<file path="config.mk">
export PLATFORM = sky130hd
export DESIGN_NAME = mem_stage_lsu_flat
export DESIGN_NICKNAME = d
export VERILOG_FILES = /design/src/rtl/mem_stage_lsu_if.sv /design/src/rtl/mem_stage_lsu.sv /design/src/flat_wrapper.sv
export SDC_FILE = /design/constraint.sdc
export NUM_CORES = 1
export LEC_CHECK = 0
export CORE_MARGIN = 2
export CORE_UTILIZATION = 35
export DETAILED_ROUTE_END_ITERATION = 10
export HOLD_SLACK_MARGIN = 0.06
export PLACE_DENSITY = 0.71
export SLEW_MARGIN = 10
export SYNTH_ARGS = -nofsm -noshare
export SYNTH_HDL_FRONTEND = slang
export SYNTH_SLANG_ARGS = --single-unit
</file>
<file path="constraint.sdc">
create_clock -name clk_i -period 3.5 [get_ports clk_i]
set_input_delay 0.525 -clock clk_i [delete_from_list [all_inputs] [get_ports clk_i]]
set_output_delay 0.525 -clock clk_i [all_outputs]
set_load 0.01 [all_outputs]
</file>
<file path="src/rtl/mem_stage_lsu_if.sv">
// Data-memory request/ready bus between the MEM-stage LSU (master) and data memory (slave).
// Single outstanding access; read data is valid only while dmem_ready_i is high.
interface mem_stage_lsu_if;
    logic        dmem_req_o;
    logic        dmem_we_o;
    logic [3:0]  dmem_be_o;
    logic [31:0] dmem_addr_o;
    logic [31:0] dmem_wdata_o;
    logic [31:0] dmem_rdata_i;
    logic        dmem_ready_i;

    modport master (
        output dmem_req_o,
        output dmem_we_o,
        output dmem_be_o,
        output dmem_addr_o,
        output dmem_wdata_o,
        input  dmem_rdata_i,
        input  dmem_ready_i
    );

    modport slave (
        input  dmem_req_o,
        input  dmem_we_o,
        input  dmem_be_o,
        input  dmem_addr_o,
        input  dmem_wdata_o,
        output dmem_rdata_i,
        output dmem_ready_i
    );
endinterface

</file>
<file path="src/rtl/mem_stage_lsu.sv">
// Memory-access pipeline stage: issues sized loads/stores on a req/ready bus, extends load data,
// flags misaligned accesses and bus timeouts, and holds the MEM/WB register.
module mem_stage_lsu #(
    parameter int unsigned MAX_WAIT = 255
) (
    input  logic                   clk_i,
    input  logic                   rst_i,
    input  logic                   RegWrite_i,
    input  logic                   MemtoReg_i,
    input  logic                   MemRead_i,
    input  logic                   MemWrite_i,
    input  logic [2:0]             funct3_i,
    input  logic [31:0]            ALUout_i,
    input  logic [31:0]            DM_writedata_i,
    input  logic [4:0]             rd_i,
    output logic                   stall_o,
    mem_stage_lsu_if.master        dmem,
    output logic                   RegWrite_o,
    output logic                   MemtoReg_o,
    output logic [31:0]            ALUout_o,
    output logic [31:0]            MemData_o,
    output logic [4:0]             rd_o,
    output logic                   misalign_o,
    output logic                   bus_err_o
);
    localparam int unsigned CntW = $clog2(MAX_WAIT + 1);

    typedef enum logic [0:0] {StIdle, StWait} state_e;

    state_e            state_q, state_d;
    logic [CntW-1:0]   cnt_q, cnt_d;

    // Bus request registers
    logic              req_q, req_d;
    logic              we_q, we_d;
    logic [3:0]        be_q, be_d;
    logic [31:0]       addr_q, addr_d;
    logic [31:0]       wdata_q, wdata_d;

    // Instruction fields latched in IDLE so WAIT is independent of upstream
    logic              lat_regwrite_q, lat_regwrite_d;
    logic              lat_memtoreg_q, lat_memtoreg_d;
    logic [2:0]        lat_funct3_q, lat_funct3_d;
    logic [31:0]       lat_alu_q, lat_alu_d;
    logic [4:0]        lat_rd_q, lat_rd_d;

    // MEM/WB register and event pulses
    logic              regwrite_q, regwrite_d;
    logic              memtoreg_q, memtoreg_d;
    logic [31:0]       aluout_q, aluout_d;
    logic [31:0]       memdata_q, memdata_d;
    logic [4:0]        rd_q, rd_d;
    logic              misalign_q, misalign_d;
    logic              bus_err_q, bus_err_d;

    logic              is_mem_op;
    logic              size_ok;
    logic [1:0]        lane_sel;
    logic [3:0]        be_calc;
    logic [31:0]       wdata_calc;
    logic [31:0]       lane;
    logic [31:0]       load_data;
    logic              stall;

    assign is_mem_op = MemRead_i | MemWrite_i;
    assign lane_sel  = ALUout_i[1:0];

    // Size decode, lane enables and store-data replication for the incoming access
    always_comb begin
        size_ok    = 1'b0;
        be_calc    = 4'b0000;
        wdata_calc = DM_writedata_i;
        case (funct3_i)
            3'b000, 3'b100: begin
                size_ok    = 1'b1;
                be_calc    = 4'b0001 << lane_sel;
                wdata_calc = {4{DM_writedata_i[7:0]}};
            end
            3'b001, 3'b101: begin
                size_ok    = ~lane_sel[0];
                be_calc    = 4'b0011 << lane_sel;
                wdata_calc = {2{DM_writedata_i[15:0]}};
            end
            3'b010: begin
                size_ok    = (lane_sel == 2'b00);
                be_calc    = 4'b1111;
                wdata_calc = DM_writedata_i;
            end
            default: begin
                size_ok = 1'b0;
            end
        endcase
    end

    // Load lane selection and extension using the latched address/size
    always_comb begin
        lane = dmem.dmem_rdata_i >> {lat_alu_q[1:0], 3'b000};
        case (lat_funct3_q)
            3'b000:  load_data = {{24{lane[7]}}, lane[7:0]};
            3'b001:  load_data = {{16{lane[15]}}, lane[15:0]};
            3'b100:  load_data = {24'h000000, lane[7:0]};
            3'b101:  load_data = {16'h0000, lane[15:0]};
            default: load_data = lane;
        endcase
    end

    always_comb begin
        state_d        = state_q;
        cnt_d          = cnt_q;
        req_d          = req_q;
        we_d           = we_q;
        be_d           = be_q;
        addr_d         = addr_q;
        wdata_d        = wdata_q;
        lat_regwrite_d = lat_regwrite_q;
        lat_memtoreg_d = lat_memtoreg_q;
        lat_funct3_d   = lat_funct3_q;
        lat_alu_d      = lat_alu_q;
        lat_rd_d       = lat_rd_q;
        // MEM/WB defaults to a bubble
        regwrite_d     = 1'b0;
        memtoreg_d     = 1'b0;
        aluout_d       = 32'h0;
        memdata_d      = 32'h0;
        rd_d           = 5'd0;
        misalign_d     = 1'b0;
        bus_err_d      = 1'b0;
        stall          = 1'b0;

        unique case (state_q)
            StIdle: begin
                if (!is_mem_op) begin
                    regwrite_d = RegWrite_i;
                    memtoreg_d = MemtoReg_i;
                    aluout_d   = ALUout_i;
                    rd_d       = rd_i;
                end else if (size_ok) begin
                    stall          = 1'b1;
                    req_d          = 1'b1;
                    we_d           = MemWrite_i;
                    be_d           = be_calc;
                    addr_d         = {ALUout_i[31:2], 2'b00};
                    wdata_d        = wdata_calc;
                    cnt_d          = '0;
                    lat_regwrite_d = RegWrite_i;
                    lat_memtoreg_d = MemtoReg_i;
                    lat_funct3_d   = funct3_i;
                    lat_alu_d      = ALUout_i;
                    lat_rd_d       = rd_i;
                    state_d        = StWait;
                end else begin
                    misalign_d = 1'b1;
                end
            end
            StWait: begin
                stall = 1'b1;
                cnt_d = cnt_q + CntW'(1);
                if (dmem.dmem_ready_i) begin
                    stall      = 1'b0;
                    req_d      = 1'b0;
                    we_d       = 1'b0;
                    regwrite_d = lat_regwrite_q;
                    memtoreg_d = lat_memtoreg_q;
                    aluout_d   = lat_alu_q;
                    rd_d       = lat_rd_q;
                    memdata_d  = we_q ? 32'h0 : load_data;
                    state_d    = StIdle;
                end else if (cnt_q == CntW'(MAX_WAIT - 1)) begin
                    // Timeout: consume the instruction and release the pipeline
                    stall     = 1'b0;
                    req_d     = 1'b0;
                    we_d      = 1'b0;
                    bus_err_d = 1'b1;
                    state_d   = StIdle;
                end
            end
            default: begin
                state_d = StIdle;
            end
        endcase
    end

    always_ff @(posedge clk_i) begin
        if (rst_i) begin
            state_q        <= StIdle;
            cnt_q          <= '0;
            req_q          <= 1'b0;
            we_q           <= 1'b0;
            be_q           <= 4'b0000;
            addr_q         <= 32'h0;
            wdata_q        <= 32'h0;
            lat_regwrite_q <= 1'b0;
            lat_memtoreg_q <= 1'b0;
            lat_funct3_q   <= 3'b000;
            lat_alu_q      <= 32'h0;
            lat_rd_q       <= 5'd0;
            regwrite_q     <= 1'b0;
            memtoreg_q     <= 1'b0;
            aluout_q       <= 32'h0;
            memdata_q      <= 32'h0;
            rd_q           <= 5'd0;
            misalign_q     <= 1'b0;
            bus_err_q      <= 1'b0;
        end else begin
            state_q        <= state_d;
            cnt_q          <= cnt_d;
            req_q          <= req_d;
            we_q           <= we_d;
            be_q           <= be_d;
            addr_q         <= addr_d;
            wdata_q        <= wdata_d;
            lat_regwrite_q <= lat_regwrite_d;
            lat_memtoreg_q <= lat_memtoreg_d;
            lat_funct3_q   <= lat_funct3_d;
            lat_alu_q      <= lat_alu_d;
            lat_rd_q       <= lat_rd_d;
            regwrite_q     <= regwrite_d;
            memtoreg_q     <= memtoreg_d;
            aluout_q       <= aluout_d;
            memdata_q      <= memdata_d;
            rd_q           <= rd_d;
            misalign_q     <= misalign_d;
            bus_err_q      <= bus_err_d;
        end
    end

    assign stall_o           = stall;
    assign dmem.dmem_req_o   = req_q;
    assign dmem.dmem_we_o    = we_q;
    assign dmem.dmem_be_o    = be_q;
    assign dmem.dmem_addr_o  = addr_q;
    assign dmem.dmem_wdata_o = wdata_q;
    assign RegWrite_o        = regwrite_q;
    assign MemtoReg_o        = memtoreg_q;
    assign ALUout_o          = aluout_q;
    assign MemData_o         = memdata_q;
    assign rd_o              = rd_q;
    assign misalign_o        = misalign_q;
    assign bus_err_o         = bus_err_q;
endmodule

</file>
<file path="src/flat_wrapper.sv">
// flat-port wrapper written by rule: the top's interface ports become plain ports
module mem_stage_lsu_flat 
#(
    parameter int unsigned MAX_WAIT = 255
)
  (clk_i, rst_i, RegWrite_i, MemtoReg_i, MemRead_i, MemWrite_i, funct3_i, ALUout_i, DM_writedata_i, rd_i, stall_o, RegWrite_o, MemtoReg_o, ALUout_o, MemData_o, rd_o, misalign_o, bus_err_o, dmem_dmem_req_o, dmem_dmem_we_o, dmem_dmem_be_o, dmem_dmem_addr_o, dmem_dmem_wdata_o, dmem_dmem_rdata_i, dmem_dmem_ready_i);
  mem_stage_lsu_if dmem_i ();
  input  logic clk_i;
  input  logic rst_i;
  input  logic RegWrite_i;
  input  logic MemtoReg_i;
  input  logic MemRead_i;
  input  logic MemWrite_i;
  input  logic [2:0] funct3_i;
  input  logic [31:0] ALUout_i;
  input  logic [31:0] DM_writedata_i;
  input  logic [4:0] rd_i;
  output logic stall_o;
  output logic RegWrite_o;
  output logic MemtoReg_o;
  output logic [31:0] ALUout_o;
  output logic [31:0] MemData_o;
  output logic [4:0] rd_o;
  output logic misalign_o;
  output logic bus_err_o;
  output wire logic [$bits(dmem_i.dmem_req_o)-1:0] dmem_dmem_req_o;
  output wire logic [$bits(dmem_i.dmem_we_o)-1:0] dmem_dmem_we_o;
  output wire logic [$bits(dmem_i.dmem_be_o)-1:0] dmem_dmem_be_o;
  output wire logic [$bits(dmem_i.dmem_addr_o)-1:0] dmem_dmem_addr_o;
  output wire logic [$bits(dmem_i.dmem_wdata_o)-1:0] dmem_dmem_wdata_o;
  input wire logic [$bits(dmem_i.dmem_rdata_i)-1:0] dmem_dmem_rdata_i;
  input wire logic [$bits(dmem_i.dmem_ready_i)-1:0] dmem_dmem_ready_i;
  assign dmem_dmem_req_o = dmem_i.dmem_req_o;
  assign dmem_dmem_we_o = dmem_i.dmem_we_o;
  assign dmem_dmem_be_o = dmem_i.dmem_be_o;
  assign dmem_dmem_addr_o = dmem_i.dmem_addr_o;
  assign dmem_dmem_wdata_o = dmem_i.dmem_wdata_o;
  assign dmem_i.dmem_rdata_i = dmem_dmem_rdata_i;
  assign dmem_i.dmem_ready_i = dmem_dmem_ready_i;
  mem_stage_lsu #(.MAX_WAIT(MAX_WAIT)) u_core (.clk_i(clk_i), .rst_i(rst_i), .RegWrite_i(RegWrite_i), .MemtoReg_i(MemtoReg_i), .MemRead_i(MemRead_i), .MemWrite_i(MemWrite_i), .funct3_i(funct3_i), .ALUout_i(ALUout_i), .DM_writedata_i(DM_writedata_i), .rd_i(rd_i), .stall_o(stall_o), .dmem(dmem_i), .RegWrite_o(RegWrite_o), .MemtoReg_o(MemtoReg_o), .ALUout_o(ALUout_o), .MemData_o(MemData_o), .rd_o(rd_o), .misalign_o(misalign_o), .bus_err_o(bus_err_o));
endmodule
</file>
==> flow_summary.html, run 1 <==
<table>
<tr><th>Metric</th><th>Value</th></tr>
<tr><th colspan="2">Drt</th></tr>
<tr><td>Wire per inst</td><td>16.2 um</td></tr>
<tr><td>Final ANT Viol Nets</td><td>0</td></tr>
<tr><td>Final routed DRC violation total</td><td>0</td></tr>
<tr><td>Sum of routed wire length over all layers</td><td>19000 um</td></tr>
<tr><td>Via-to-Cell Ratio</td><td>4.97</td></tr>
<tr><td>Routed via count</td><td>5824</td></tr>
<tr><td>1st-iter DRT viols</td><td>280</td></tr>
<tr><td>Pre-Repair DR Iteration Count</td><td>4</td></tr>
<tr><th colspan="2">Pwr</th></tr>
<tr><td>Clk pwr share</td><td>0.400</td></tr>
<tr><td>Total net switching power</td><td>1.22 mW</td></tr>
<tr><td>Areal power density over the cells</td><td>471 mW/mm^2</td></tr>
<tr><td>Sw Share</td><td>0.274</td></tr>
<tr><td>Overall Power</td><td>4.46 mW</td></tr>
<tr><td>Total internal power</td><td>3.24 mW</td></tr>
<tr><td>Worst VDD drop</td><td>0.000351 V</td></tr>
<tr><td>Part of the power in combinational logic</td><td>0.155</td></tr>
<tr><td>Seq pwr share</td><td>0.445</td></tr>
<tr><td>Leak</td><td>3.45 nW</td></tr>
<tr><th colspan="2">Floorplanning</th></tr>
<tr><td>Die Span X</td><td>140 um</td></tr>
<tr><td>Cell Rows</td><td>49</td></tr>
<tr><td>Initial standard-cell utilization of the core</td><td>0.359</td></tr>
<tr><td>Ports placed on the boundary</td><td>255</td></tr>
<tr><td>Die Y</td><td>140 um</td></tr>
<tr><td>Core footprint</td><td>0.0181 mm^2</td></tr>
<tr><td>Die Footprint</td><td>0.0197 mm^2</td></tr>
<tr><th colspan="2">Global route</th></tr>
<tr><td>Pin count of the biggest net entering global routing</td><td>94</td></tr>
<tr><td>Overflow left after global routing</td><td>0</td></tr>
<tr><td>Aggregate global-route resource usage</td><td>0.188</td></tr>
<tr><td>Via count of the first global-routing pass</td><td>5520</td></tr>
<tr><td>Antenna violations before repair</td><td>0</td></tr>
<tr><td>Wire length of the first global-routing pass</td><td>29600 um</td></tr>
<tr><th colspan="2">Timing</th></tr>
<tr><td>Actual slew at the worst max-slew pin</td><td>1.04 ns</td></tr>
<tr><td>Post-layout minimum cycle time</td><td>2.93 ns</td></tr>
<tr><td>Max Clk Rate</td><td>341 MHz</td></tr>
<tr><td>Final number of setup-violating endpoints</td><td>0</td></tr>
<tr><td>Final Hold Vio Count</td><td>0</td></tr>
<tr><td>Final setup TNS</td><td>0 ns</td></tr>
<tr><td>Setup repair after global routing missed its margin</td><td>false</td></tr>
<tr><td>Period utilisation layout</td><td>0.837</td></tr>
<tr><td>Worst-case hold slack</td><td>0.454 ns</td></tr>
<tr><td>Worst slew slack as a fraction of its limit</td><td>0.305</td></tr>
<tr><td>Count of final max-slew check failures</td><td>0</td></tr>
<tr><td>Worst-case setup margin in the final layout</td><td>0.571 ns</td></tr>
<tr><td>Clock Skews</td><td>0.00764 ns</td></tr>
<tr><th colspan="2">Synth</th></tr>
<tr><td>Sequential element share of the synthesized area</td><td>0.499</td></tr>
<tr><td>Number of instances in the synthesized netlist</td><td>736</td></tr>
<tr><td>Avg Inst Size Synth</td><td>8.82 um^2</td></tr>
<tr><td>Flip-flop and latch count after synthesis</td><td>162</td></tr>
<tr><td>Proportion of synthesized flip-flops having asynchronous set or reset</td><td>0</td></tr>
<tr><td>Number of flops mapped to enable cells by yosys</td><td>0</td></tr>
<tr><td>Most used flip-flop cell after synthesis</td><td>sky130_fd_sc_hd__dfxtp_1</td></tr>
<tr><td>Library cells used by synthesis</td><td>44</td></tr>
<tr><td>Ranking of synthesized cells by area</td><td>sky130_fd_sc_hd__dfxtp_1 (50%), sky130_fd_sc_hd__nand2_1 (8.8%), sky130_fd_sc_hd__a21oi_1 (6.9%)</td></tr>
<tr><td>Share of the synthesized area in the top cell type</td><td>0.499</td></tr>
<tr><td>Netlist area before placement</td><td>0.00649 mm^2</td></tr>
<tr><td>Number of warning messages in the yosys log</td><td>0</td></tr>
<tr><td>Cell type with the highest aggregate area in the netlist</td><td>sky130_fd_sc_hd__dfxtp_1</td></tr>
<tr><th colspan="2">Placement</th></tr>
<tr><td>Port buffer count</td><td>252</td></tr>
<tr><td>Routability congestion estimate</td><td>0.841</td></tr>
<tr><td>Pre-CTS WS</td><td>0.552 ns</td></tr>
<tr><td>Placed instance area</td><td>0.00891 mm^2</td></tr>
<tr><td>HPWL after detailed placement</td><td>12900 um</td></tr>
<tr><td>Count of placed standard cells including taps</td><td>1140</td></tr>
<tr><th colspan="2">Final layout</th></tr>
<tr><td>Final non-filler cell area</td><td>0.00947 mm^2</td></tr>
<tr><td>Antenna Diode Count</td><td>0</td></tr>
<tr><td>Nets</td><td>1043</td></tr>
<tr><td>Non-filler cells in the finished layout</td><td>1172</td></tr>
<tr><td>Fraction of final layout cells with drive strength greater than 1</td><td>0.0668</td></tr>
<tr><td>Layout-stage area growth over the synthesis result</td><td>45.8%</td></tr>
<tr><td>Post-Route Utilization</td><td>0.523</td></tr>
<tr><th colspan="2">Setup path</th></tr>
<tr><td>Reg-to-reg slack, setup</td><td>1.42 ns</td></tr>
<tr><td>Worst EP required</td><td>2.97 ns</td></tr>
<tr><td>Worst Path Arrival</td><td>2.40 ns</td></tr>
<tr><td>Crit path launch type</td><td>primary input</td></tr>
<tr><td>Setup crit end kind</td><td>output pin</td></tr>
<tr><td>Critical path class</td><td>in2out</td></tr>
<tr><td>Critical-path maximum fanout</td><td>3</td></tr>
<tr><th colspan="2">Clock network</th></tr>
<tr><td>Master cell of the clock root buffer</td><td>sky130_fd_sc_hd__clkbuf_16</td></tr>
<tr><td>Clock tree from TritonCTS</td><td>done</td></tr>
<tr><td>Depth of the CTS H-tree</td><td>4</td></tr>
<tr><td>TritonCTS sink count</td><td>162</td></tr>
<tr><td>Number of hold buffers added after CTS</td><td>0</td></tr>
<tr><td>Clock Pin Slew Worst Setup and Hold Paths</td><td>0.07 ns</td></tr>
<tr><td>Clock latency on the worst-skew pair</td><td>0.43 ns</td></tr>
<tr><td>Count of cells resized by post-cts repair</td><td>0</td></tr>
<tr><td>Max Root-Sink Buffers</td><td>2</td></tr>
<tr><td>Cts bufs inserted</td><td>17</td></tr>
<tr><td>Buffers inserted during post-CTS setup optimization</td><td>0</td></tr>
<tr><th colspan="2">Flow run</th></tr>
<tr><td>Total of max-cap violations</td><td>0</td></tr>
<tr><th colspan="2">Run status</th></tr>
<tr><td>Result of the run</td><td>finished clean</td></tr>
<tr><th colspan="2">Hold path</th></tr>
<tr><td>Hold WC Path Type</td><td>reg2reg</td></tr>
</table>
==> logic make-up after synthesis <==
family                     synth area share
muxes                                0.0541
and+or+nand+nor                       0.159
adders and majority gates           0.00385
other                              0.000577
buffers and inverters                0.0817
AOI/OAI and AO/OA                     0.200
DFF                                   0.499
xor gates and xnor gates            0.00135
==> synthesized netlist by cell type (2+ instances only) <==
cell	instances
sky130_fd_sc_hd__dfxtp_1	162
sky130_fd_sc_hd__nand2_1	153
sky130_fd_sc_hd__a21oi_1	90
sky130_fd_sc_hd__a22o_1	39
sky130_fd_sc_hd__buf_4	38
sky130_fd_sc_hd__nor2_1	37
sky130_fd_sc_hd__clkbuf_1	34
sky130_fd_sc_hd__o21ai_0	27
sky130_fd_sc_hd__a211oi_1	26
sky130_fd_sc_hd__mux2i_1	25
sky130_fd_sc_hd__buf_2	13
sky130_fd_sc_hd__nor2b_1	12
sky130_fd_sc_hd__mux2_2	9
sky130_fd_sc_hd__a311oi_1	8
sky130_fd_sc_hd__and2_1	8
sky130_fd_sc_hd__nand3_1	6
sky130_fd_sc_hd__nor3_1	5
sky130_fd_sc_hd__buf_1	4
sky130_fd_sc_hd__inv_1	4
sky130_fd_sc_hd__and4_1	3
sky130_fd_sc_hd__nand2b_1	3
sky130_fd_sc_hd__or2_2	3
sky130_fd_sc_hd__a21o_1	2
sky130_fd_sc_hd__buf_6	2
sky130_fd_sc_hd__ha_1	2
sky130_fd_sc_hd__o31ai_1	2
sky130_fd_sc_hd__or3_1	2
==> critical path: stages <==
cell                              delay [ns]
sky130_fd_sc_hd__clkdlybuf4s50_1        0.45
sky130_fd_sc_hd__or4_4                  0.58
sky130_fd_sc_hd__a21o_2                 0.22
sky130_fd_sc_hd__nand2b_1               0.08
sky130_fd_sc_hd__clkdlybuf4s50_1        0.55
==> registers in the layout (all words and copies together), names as in the netlist, 3 cells and up <==
signal	flops
u_core.ALUout_o	32
u_core.MemData_o	32
u_core.dmem.dmem_wdata_o	32
u_core.lat_alu_q	31
u_core.cnt_q	8
u_core.lat_rd_q	5
u_core.rd_o	5
u_core.dmem.dmem_be_o	4
u_core.lat_funct3_q	3
==> layout make-up <==
type	count	area (um^2)
clock inverter	14	121
clock buffer	18	439
multi-input combinational	480	2730
inverter	4	15.0
fill	1685	8620
timing repair buffer	265	2630
sequential	162	3240
tap	229	287
==> placed cells by master, fill, tap and decap left out, drive strengths merged, types with 2 or more instances in the layout <==
cell type	count
clkinv	4
a21oi	91
and2	8
clkinvlp	5
dfxtp	162
inv	9
a22o	39
buf	14
nand2	153
or3	2
or2	3
nor2	37
nor3	5
clkbuf	18
a21o	2
nand2b	3
nand3	6
a311oi	8
o31ai	2
clkdlybuf4s50	251
nor2b	12
ha	2
mux2	9
conb	2
o21ai	27
a211oi	26
and4	3
mux2i	25
==> routing by layer <==
| layer | track usage | vias to the layer above | share of wire |
|---|---|---|---|
| li1 | - | 2893 | - |
| met1 | 0.220 | 2690 | 0.43 |
| met2 | 0.318 | 217 | 0.47 |
| met3 | 0.0735 | 24 | 0.088 |
| met4 | 0.0606 | 0 | 0.020 |
| met5 | 0 | - | 0 |
==> final timing paths <==
| path | cells after the start | to | startpoint |
|---|---|---|---|
| min | 2 | u_core.dmem.dmem_wdata_o[6] | u_core.dmem.dmem_wdata_o[6] |
| max reg2reg | 4 | u_core.MemData_o[29] | u_core.lat_alu_q[1] |
| max | 5 | stall_o | funct3_i[2] |
| min reg2reg | 2 | u_core.dmem.dmem_wdata_o[6] | u_core.dmem.dmem_wdata_o[6] |
==> power by group through the flow <==
stage          clock [mW]  sequential [mW]  combinational [mW]
2_1_floorplan           0             2.04               0.334
3_3_place_gp            0             2.02               0.690
3_5_place_dp            0             2.03               0.694
4_1_cts              1.82             1.98               0.696
5_1_grt              1.90             2.00               0.750
6_report             1.78             1.98               0.691
Note: power is estimated with default switching activity, not from simulation.
==> run 2: changes to the inputs <==
Settings changed: PLACE_DENSITY 0.71 to 0.73.
Clock period 3.5 ns to 2.5 ns, I/O delays scaled along.
==> run 2 against run 1 <==
  * Sequential power grew 40%
  * Register-to-register slack lost 0.90 ns
  * Design area grew 1.0%
  * Critical endpoint unchanged
  * Hold slack lost 0.13 ns
  * Highest routed layer unchanged
  * Largest power group unchanged
  * Critical path type unchanged
  * Die area is the same
  * Global-route usage shrank 0.49 points
  * Clock power grew 43%
  * Flip-flop and latch count is the same
==> flow_summary.html, run 2 (synthesis results as in run 1) <==
<table>
<tr><th>Metric</th><th>Value</th></tr>
<tr><th colspan="2">Placement</th></tr>
<tr><td>HPWL after detailed placement</td><td>13000 um (+0.90%)</td></tr>
<tr><td>Pre-CTS WS</td><td>-0.0841 ns (-0.636 ns)</td></tr>
<tr><td>Routability congestion estimate</td><td>0.803 (-4.5%)</td></tr>
<tr><td>Port buffer count</td><td>252 (unchanged)</td></tr>
<tr><th colspan="2">Setup path</th></tr>
<tr><td>Worst Path Arrival</td><td>1.94 ns (-0.46 ns)</td></tr>
<tr><td>Critical path class</td><td>in2out</td></tr>
<tr><td>CP top delay family</td><td>buffers and inverters</td></tr>
<tr><td>FF-to-FF path depth</td><td>4 (unchanged)</td></tr>
<tr><td>Worst EP required</td><td>2.12 ns (-0.85 ns)</td></tr>
<tr><td>Reg-to-reg slack, setup</td><td>0.52 ns (-0.90 ns)</td></tr>
<tr><td>Combined buffer and inverter count along the critical path</td><td>2 (unchanged)</td></tr>
<tr><td>Setup crit end kind</td><td>output pin</td></tr>
<tr><td>Startpoint of the worst-slack reg-to-reg timing path</td><td>u_core.lat_alu_q[1]</td></tr>
<tr><td>CP cell instances</td><td>clkdlybuf4s50_1 -&gt; or4_4 -&gt; a21o_2 -&gt; nand2b_1 -&gt; dlygate4sd2_1</td></tr>
<tr><td>Reg-to-reg critical path endpoint</td><td>u_core.MemData_o[31]</td></tr>
<tr><td>Standard cell with the maximum stage delay on the critical path</td><td>sky130_fd_sc_hd__or4_4</td></tr>
<tr><td>Crit path launch type</td><td>primary input</td></tr>
<tr><td>Critical-path maximum fanout</td><td>2 (-1)</td></tr>
<tr><td>Largest stage delay on the critical path</td><td>0.54 ns (-0.04 ns)</td></tr>
<tr><th colspan="2">Floorplanning</th></tr>
<tr><td>Initial standard-cell utilization of the core</td><td>0.359 (unchanged)</td></tr>
<tr><td>Die Span X</td><td>140 um (unchanged)</td></tr>
<tr><td>Core footprint</td><td>0.0181 mm^2 (unchanged)</td></tr>
<tr><td>Cell Rows</td><td>49 (unchanged)</td></tr>
<tr><td>Die Y</td><td>140 um (unchanged)</td></tr>
<tr><td>Ports placed on the boundary</td><td>255 (unchanged)</td></tr>
<tr><td>Die Footprint</td><td>0.0197 mm^2 (unchanged)</td></tr>
<tr><th colspan="2">Clock network</th></tr>
<tr><td>Depth of the CTS H-tree</td><td>4 (unchanged)</td></tr>
<tr><td>Number of hold buffers added after CTS</td><td>0 (unchanged)</td></tr>
<tr><td>Buffers inserted during post-CTS setup optimization</td><td>0 (unchanged)</td></tr>
<tr><td>Clock latency on the worst-skew pair</td><td>0.42 ns (about the same)</td></tr>
<tr><td>TritonCTS sink count</td><td>162 (unchanged)</td></tr>
<tr><td>Max Root-Sink Buffers</td><td>2 (unchanged)</td></tr>
<tr><td>Clock tree from TritonCTS</td><td>done</td></tr>
<tr><td>Clock Pin Slew Worst Setup and Hold Paths</td><td>0.07 ns (about the same)</td></tr>
<tr><td>Master cell of the clock root buffer</td><td>sky130_fd_sc_hd__clkbuf_16</td></tr>
<tr><td>Cts bufs inserted</td><td>17 (unchanged)</td></tr>
<tr><th colspan="2">Global route</th></tr>
<tr><td>Wire length of the first global-routing pass</td><td>28700 um (-3.3%)</td></tr>
<tr><td>Pin count of the biggest net entering global routing</td><td>48 (-49%)</td></tr>
<tr><td>Antenna violations before repair</td><td>0 (unchanged)</td></tr>
<tr><td>Overflow left after global routing</td><td>0 (unchanged)</td></tr>
<tr><td>Aggregate global-route resource usage</td><td>0.183 (-0.00487)</td></tr>
<tr><td>Via count of the first global-routing pass</td><td>5432 (-1.6%)</td></tr>
<tr><th colspan="2">Final layout</th></tr>
<tr><td>Commonest non-fill, non-tap cell in the layout</td><td>sky130_fd_sc_hd__clkdlybuf4s50_1</td></tr>
<tr><td>Antenna Diode Count</td><td>0 (unchanged)</td></tr>
<tr><td>Commonest cells after routing, fill and taps aside</td><td>sky130_fd_sc_hd__clkdlybuf4s50_1 (250), sky130_fd_sc_hd__dfxtp_1 (162), sky130_fd_sc_hd__nand2_1 (153)</td></tr>
<tr><td>Nets</td><td>1051 (+0.77%)</td></tr>
<tr><td>Layout-stage area growth over the synthesis result</td><td>47.3%</td></tr>
<tr><td>Fraction of final layout cells with drive strength greater than 1</td><td>0.0747 (+0.00785)</td></tr>
<tr><th colspan="2">Drt</th></tr>
<tr><td>Wire per inst</td><td>15.6 um (-3.7%)</td></tr>
<tr><td>1st-iter DRT viols</td><td>254 (-9.3%)</td></tr>
<tr><td>Via-to-Cell Ratio</td><td>4.98 (+0.17%)</td></tr>
<tr><td>Detailed-route wire length on metal 1</td><td>7880 um (-2.7%)</td></tr>
<tr><td>Final ANT Viol Nets</td><td>0 (unchanged)</td></tr>
<tr><td>Routed via count</td><td>5874 (+0.86%)</td></tr>
<tr><td>Sum of met2 wire segment lengths after detailed routing</td><td>8760 um (-1.3%)</td></tr>
<tr><td>Pre-Repair DR Iteration Count</td><td>5 (+1)</td></tr>
<tr><td>Sum of routed wire length over all layers</td><td>18500 um (-3.0%)</td></tr>
<tr><td>Final routed DRC violation total</td><td>0 (unchanged)</td></tr>
<tr><td>Top metal layer carrying routed signals</td><td>met4</td></tr>
<tr><td>Routed length on met3</td><td>1600 um (-4.5%)</td></tr>
<tr><th colspan="2">Hold path</th></tr>
<tr><td>Hold WC Path Type</td><td>in2reg</td></tr>
<tr><td>Hold Path Depth</td><td>2 (unchanged)</td></tr>
<tr><td>Startpoint of the lowest-slack hold path</td><td>rst_i</td></tr>
<tr><td>Worst min-delay path endpoint</td><td>u_core.lat_alu_q[17]</td></tr>
<tr><th colspan="2">Timing</th></tr>
<tr><td>Actual slew at the worst max-slew pin</td><td>0.613 ns (-0.429 ns)</td></tr>
<tr><td>Count of final max-slew check failures</td><td>0 (unchanged)</td></tr>
<tr><td>Worst slew slack as a fraction of its limit</td><td>0.590 (+0.285)</td></tr>
<tr><td>Worst-case setup margin in the final layout</td><td>0.185 ns (-0.386 ns)</td></tr>
<tr><td>Final number of setup-violating endpoints</td><td>0 (unchanged)</td></tr>
<tr><td>Final Hold Vio Count</td><td>0 (unchanged)</td></tr>
<tr><td>Setup repair after global routing missed its margin</td><td>false</td></tr>
<tr><td>Post-layout minimum cycle time</td><td>2.32 ns</td></tr>
<tr><td>Worst-case hold slack</td><td>0.326 ns (-0.128 ns)</td></tr>
<tr><td>Max Clk Rate</td><td>432 MHz</td></tr>
<tr><td>Period utilisation layout</td><td>0.926</td></tr>
<tr><td>Clock Skews</td><td>0.00984 ns (+0.00221 ns)</td></tr>
<tr><th colspan="2">Pwr</th></tr>
<tr><td>Areal power density over the cells</td><td>659 mW/mm^2 (+40%)</td></tr>
<tr><td>Worst VDD drop</td><td>0.000440 V (+25%)</td></tr>
<tr><td>Overall Power</td><td>6.30 mW (+41%)</td></tr>
<tr><td>Leak</td><td>3.50 nW (+1.5%)</td></tr>
<tr><th colspan="2">Flow run</th></tr>
<tr><td>Total of max-cap violations</td><td>0 (unchanged)</td></tr>
<tr><th colspan="2">Run status</th></tr>
<tr><td>Result of the run</td><td>finished clean</td></tr>
</table>
[run 2: cell count changes in the layout (fill, tap and decap cells not counted)]
cell,previous run,this run
sky130_fd_sc_hd__buf_12,1,3
sky130_fd_sc_hd__buf_4,13,19
sky130_fd_sc_hd__bufinv_16,0,1
sky130_fd_sc_hd__clkbuf_8,1,0
sky130_fd_sc_hd__clkdlybuf4s50_1,251,250
sky130_fd_sc_hd__clkinv_2,0,1
sky130_fd_sc_hd__clkinv_4,4,2
sky130_fd_sc_hd__clkinvlp_4,5,6
sky130_fd_sc_hd__dlygate4sd2_1,0,1
sky130_fd_sc_hd__inv_6,3,2
sky130_fd_sc_hd__inv_8,2,3
[run 2: routing by layer]
layer / vias up / global-route usage
met5: - / 0
met4: 0 / 0.0505
met3: 21 / 0.0728
met2: 216 / 0.308
met1: 2732 / 0.219
li1: 2905 / -
[run 2: what timing repair did]
item | in CTS | in global routing
setup endpoints to repair | 1 | 0
hold endpoints to repair | 0 | 0
resized for setup | 1 | 0
[run 2: power breakdown]
| group | leakage (nW) | total, mW | switching (mW) | internal, mW |
|---|---|---|---|---|
| Sequential | 1.32 | 2.78 | 0.0744 | 2.71 |
| Combinational | 1.91 | 0.977 | 0.462 | 0.515 |
| Clock | 0.264 | 2.55 | 1.15 | 1.40 |
[run 2: metrics by stage]
stage | util | area, um^2 | cells | setup TNS [ns]
2_1_floorplan | - | 6500 | 737 | 0
3_3_place_gp | 0.497 | 8990 | 1148 | -0.0716
3_5_place_dp | 0.497 | 8990 | 1148 | -0.0841
4_1_cts | 0.529 | 9560 | 1180 | 0
5_1_grt | 0.529 | 9560 | 1180 | 0
6_report | 0.529 | 9560 | 1180 | 0
[run 2: worst max-delay path by stage]
stage,from,to,slack [ns],depth (start not counted)
final,funct3_i[2],stall_o,0.18,5
after global routing,u_core.cnt_q[0],stall_o,0.14,5
after CTS,funct3_i[0],stall_o,0.19,5
after detailed placement,funct3_i[0],stall_o,-0.08,5
after global placement,funct3_i[0],stall_o,-0.07,5
after floorplan,ALUout_i[0],stall_o,0.65,5
[run 2: cell type report]
class                   count  area [um^2]
clock buffers              17          425
inverters                   4         15.0
clock inverters            15          149
flip-flops and latches    162         3240
fillers                  1661         8520
well taps                 229          287
repair buffers            273         2710
multi-input cells         480         2730
[run 2: worst register-to-register path: stages, from the launching register on]
cell,delay (ns)
sky130_fd_sc_hd__dfxtp_1,0.57
sky130_fd_sc_hd__mux2i_1,0.18
sky130_fd_sc_hd__mux2_2,0.31
sky130_fd_sc_hd__a2111o_1,0.64
sky130_fd_sc_hd__a21oi_1,0.21
==> edit (flow settings as in run 2) <==
`MAX_WAIT` is set to 255 in 2 places; all go to 510.
--- a/src/rtl/mem_stage_lsu.sv
+++ b/src/rtl/mem_stage_lsu.sv
@@ -3,3 +3,3 @@
 module mem_stage_lsu #(
-    parameter int unsigned MAX_WAIT = 255
+    parameter int unsigned MAX_WAIT = 510
 ) (
--- a/src/flat_wrapper.sv
+++ b/src/flat_wrapper.sv
@@ -3,3 +3,3 @@
 #(
-    parameter int unsigned MAX_WAIT = 255
+    parameter int unsigned MAX_WAIT = 510
 )
Function: same outputs for any inputs over 4 cycles, from zero or initial values and one cycle with rst_i high; that may be too few to reach the edited logic, so the function may still have changed.
==> edit against run 2 <==
- routed wire length rose by 2.3%
- sequential power about the same
- final area rose by 0.90%
- cell count up 0.51%
- critical endpoint unchanged
- largest cell class unchanged
- sequential cell count up 1
- worst setup slack worse by 0.061 ns
- total power grew 0.17%
- synthesized area grew 1.1%
- critical path depth is the same
==> edit: results (changes against run 2) <==
* Switching power at 1.761 mW (was 1.688 mW)
* Layout Nets at 1,052 (was 1,051)
* Sequential share of power at 44.0% (was 44.1%)
* Xor/xnor cell area share of the yosys netlist at 0.4004% (was 0.1349%)
* Placed Cells at 1,154 (was 1,148)
* Count of cell types in the netlist at 47 (was 44)
* CP arrival at 2.00 ns (was 1.94 ns)
* Clk_skew at 0.007889 ns (was 0.009844 ns)
* DP HPWL at 12,960 µm (was 13,000 µm)
* Multi-Input Combinational at 482 (was 480)
* Sequential share of the synthesized area at 49.72% (was 49.94%)
* Inserted tap cell count at 234 (was 229)
* Finished Cell Area at 9651 µm² (was 9564 µm²)
* Setup crit start: ALUout_i[0] (was funct3_i[2])
* Pre-CTS setup slack at 0.1326 ns (was -0.08415 ns)
* DR pass1 iterations at 4 (was 5)
* Sequential cell area share at 33.81% (was 33.91%)
* Hold EP: u_core.cnt_q[6] (was u_core.lat_alu_q[17])
* Total Power at 6.315 mW (was 6.305 mW)
* Mux cell area share after synthesis at 5.357% (was 5.414%)
* Non-clock buffers, area share at 27.95% (was 28.38%)
* Status: complete, no violations (unchanged)
* Vias per cell at 4.984 (was 4.978)
* Clk cell area share at 6.081% (was 6.005%)
* Logic pwr share at 15.3% (was 15.5%)
* Critical path peak fanout at 4 (was 2)
* Largest net degree at the start of global routing at 68 (was 48)
* Final WL at 18,880 µm (was 18,460 µm)
* GRT Util Overall at 18.55% (was 18.35%)
* Share of cells above drive strength 1 at 8.508% (was 7.466%)
* Synth Area in Compound Gates at 20.13% (was 20.02%)
* First-pass GRT wire length at 29,090 µm (was 28,660 µm)
* Mapped Cells at 742 (was 736)
* Invs w/o clock at 6 (was 4)
==> edit: repair_timing <==
item | CTS | global route
gates resized for setup | 0 | 1
endpoints found under the hold margin | 0 | 0
endpoints found under the setup margin | 0 | 1
==> edit: critical path, cell delays in order <==
cell and delay, ns:
clkdlybuf4s50_1 0.51, o31ai_2 0.31, nand4_1 0.16, nand2_1 0.11
clkdlybuf4s50_1 0.53
==> edit: routing by layer <==
metal | up-vias | GRT usage, % | routed length (µm)
met5 | - | 0 | 0
li1 | 2916 | - | -
met3 | 26 | 6.522 | 1506
met1 | 2759 | 21.85 | 7817
met2 | 210 | 31.12 | 9164
met4 | 0 | 7.105 | 393
==> edit: worst max-delay path by stage <==
stage | slack, ns | end
after global placement | 0.14 | stall_o
final | 0.12 | stall_o
after detailed placement | 0.13 | stall_o
after floorplan | 0.63 | stall_o
after CTS | 0.07 | stall_o
after global routing | 0.05 | stall_o
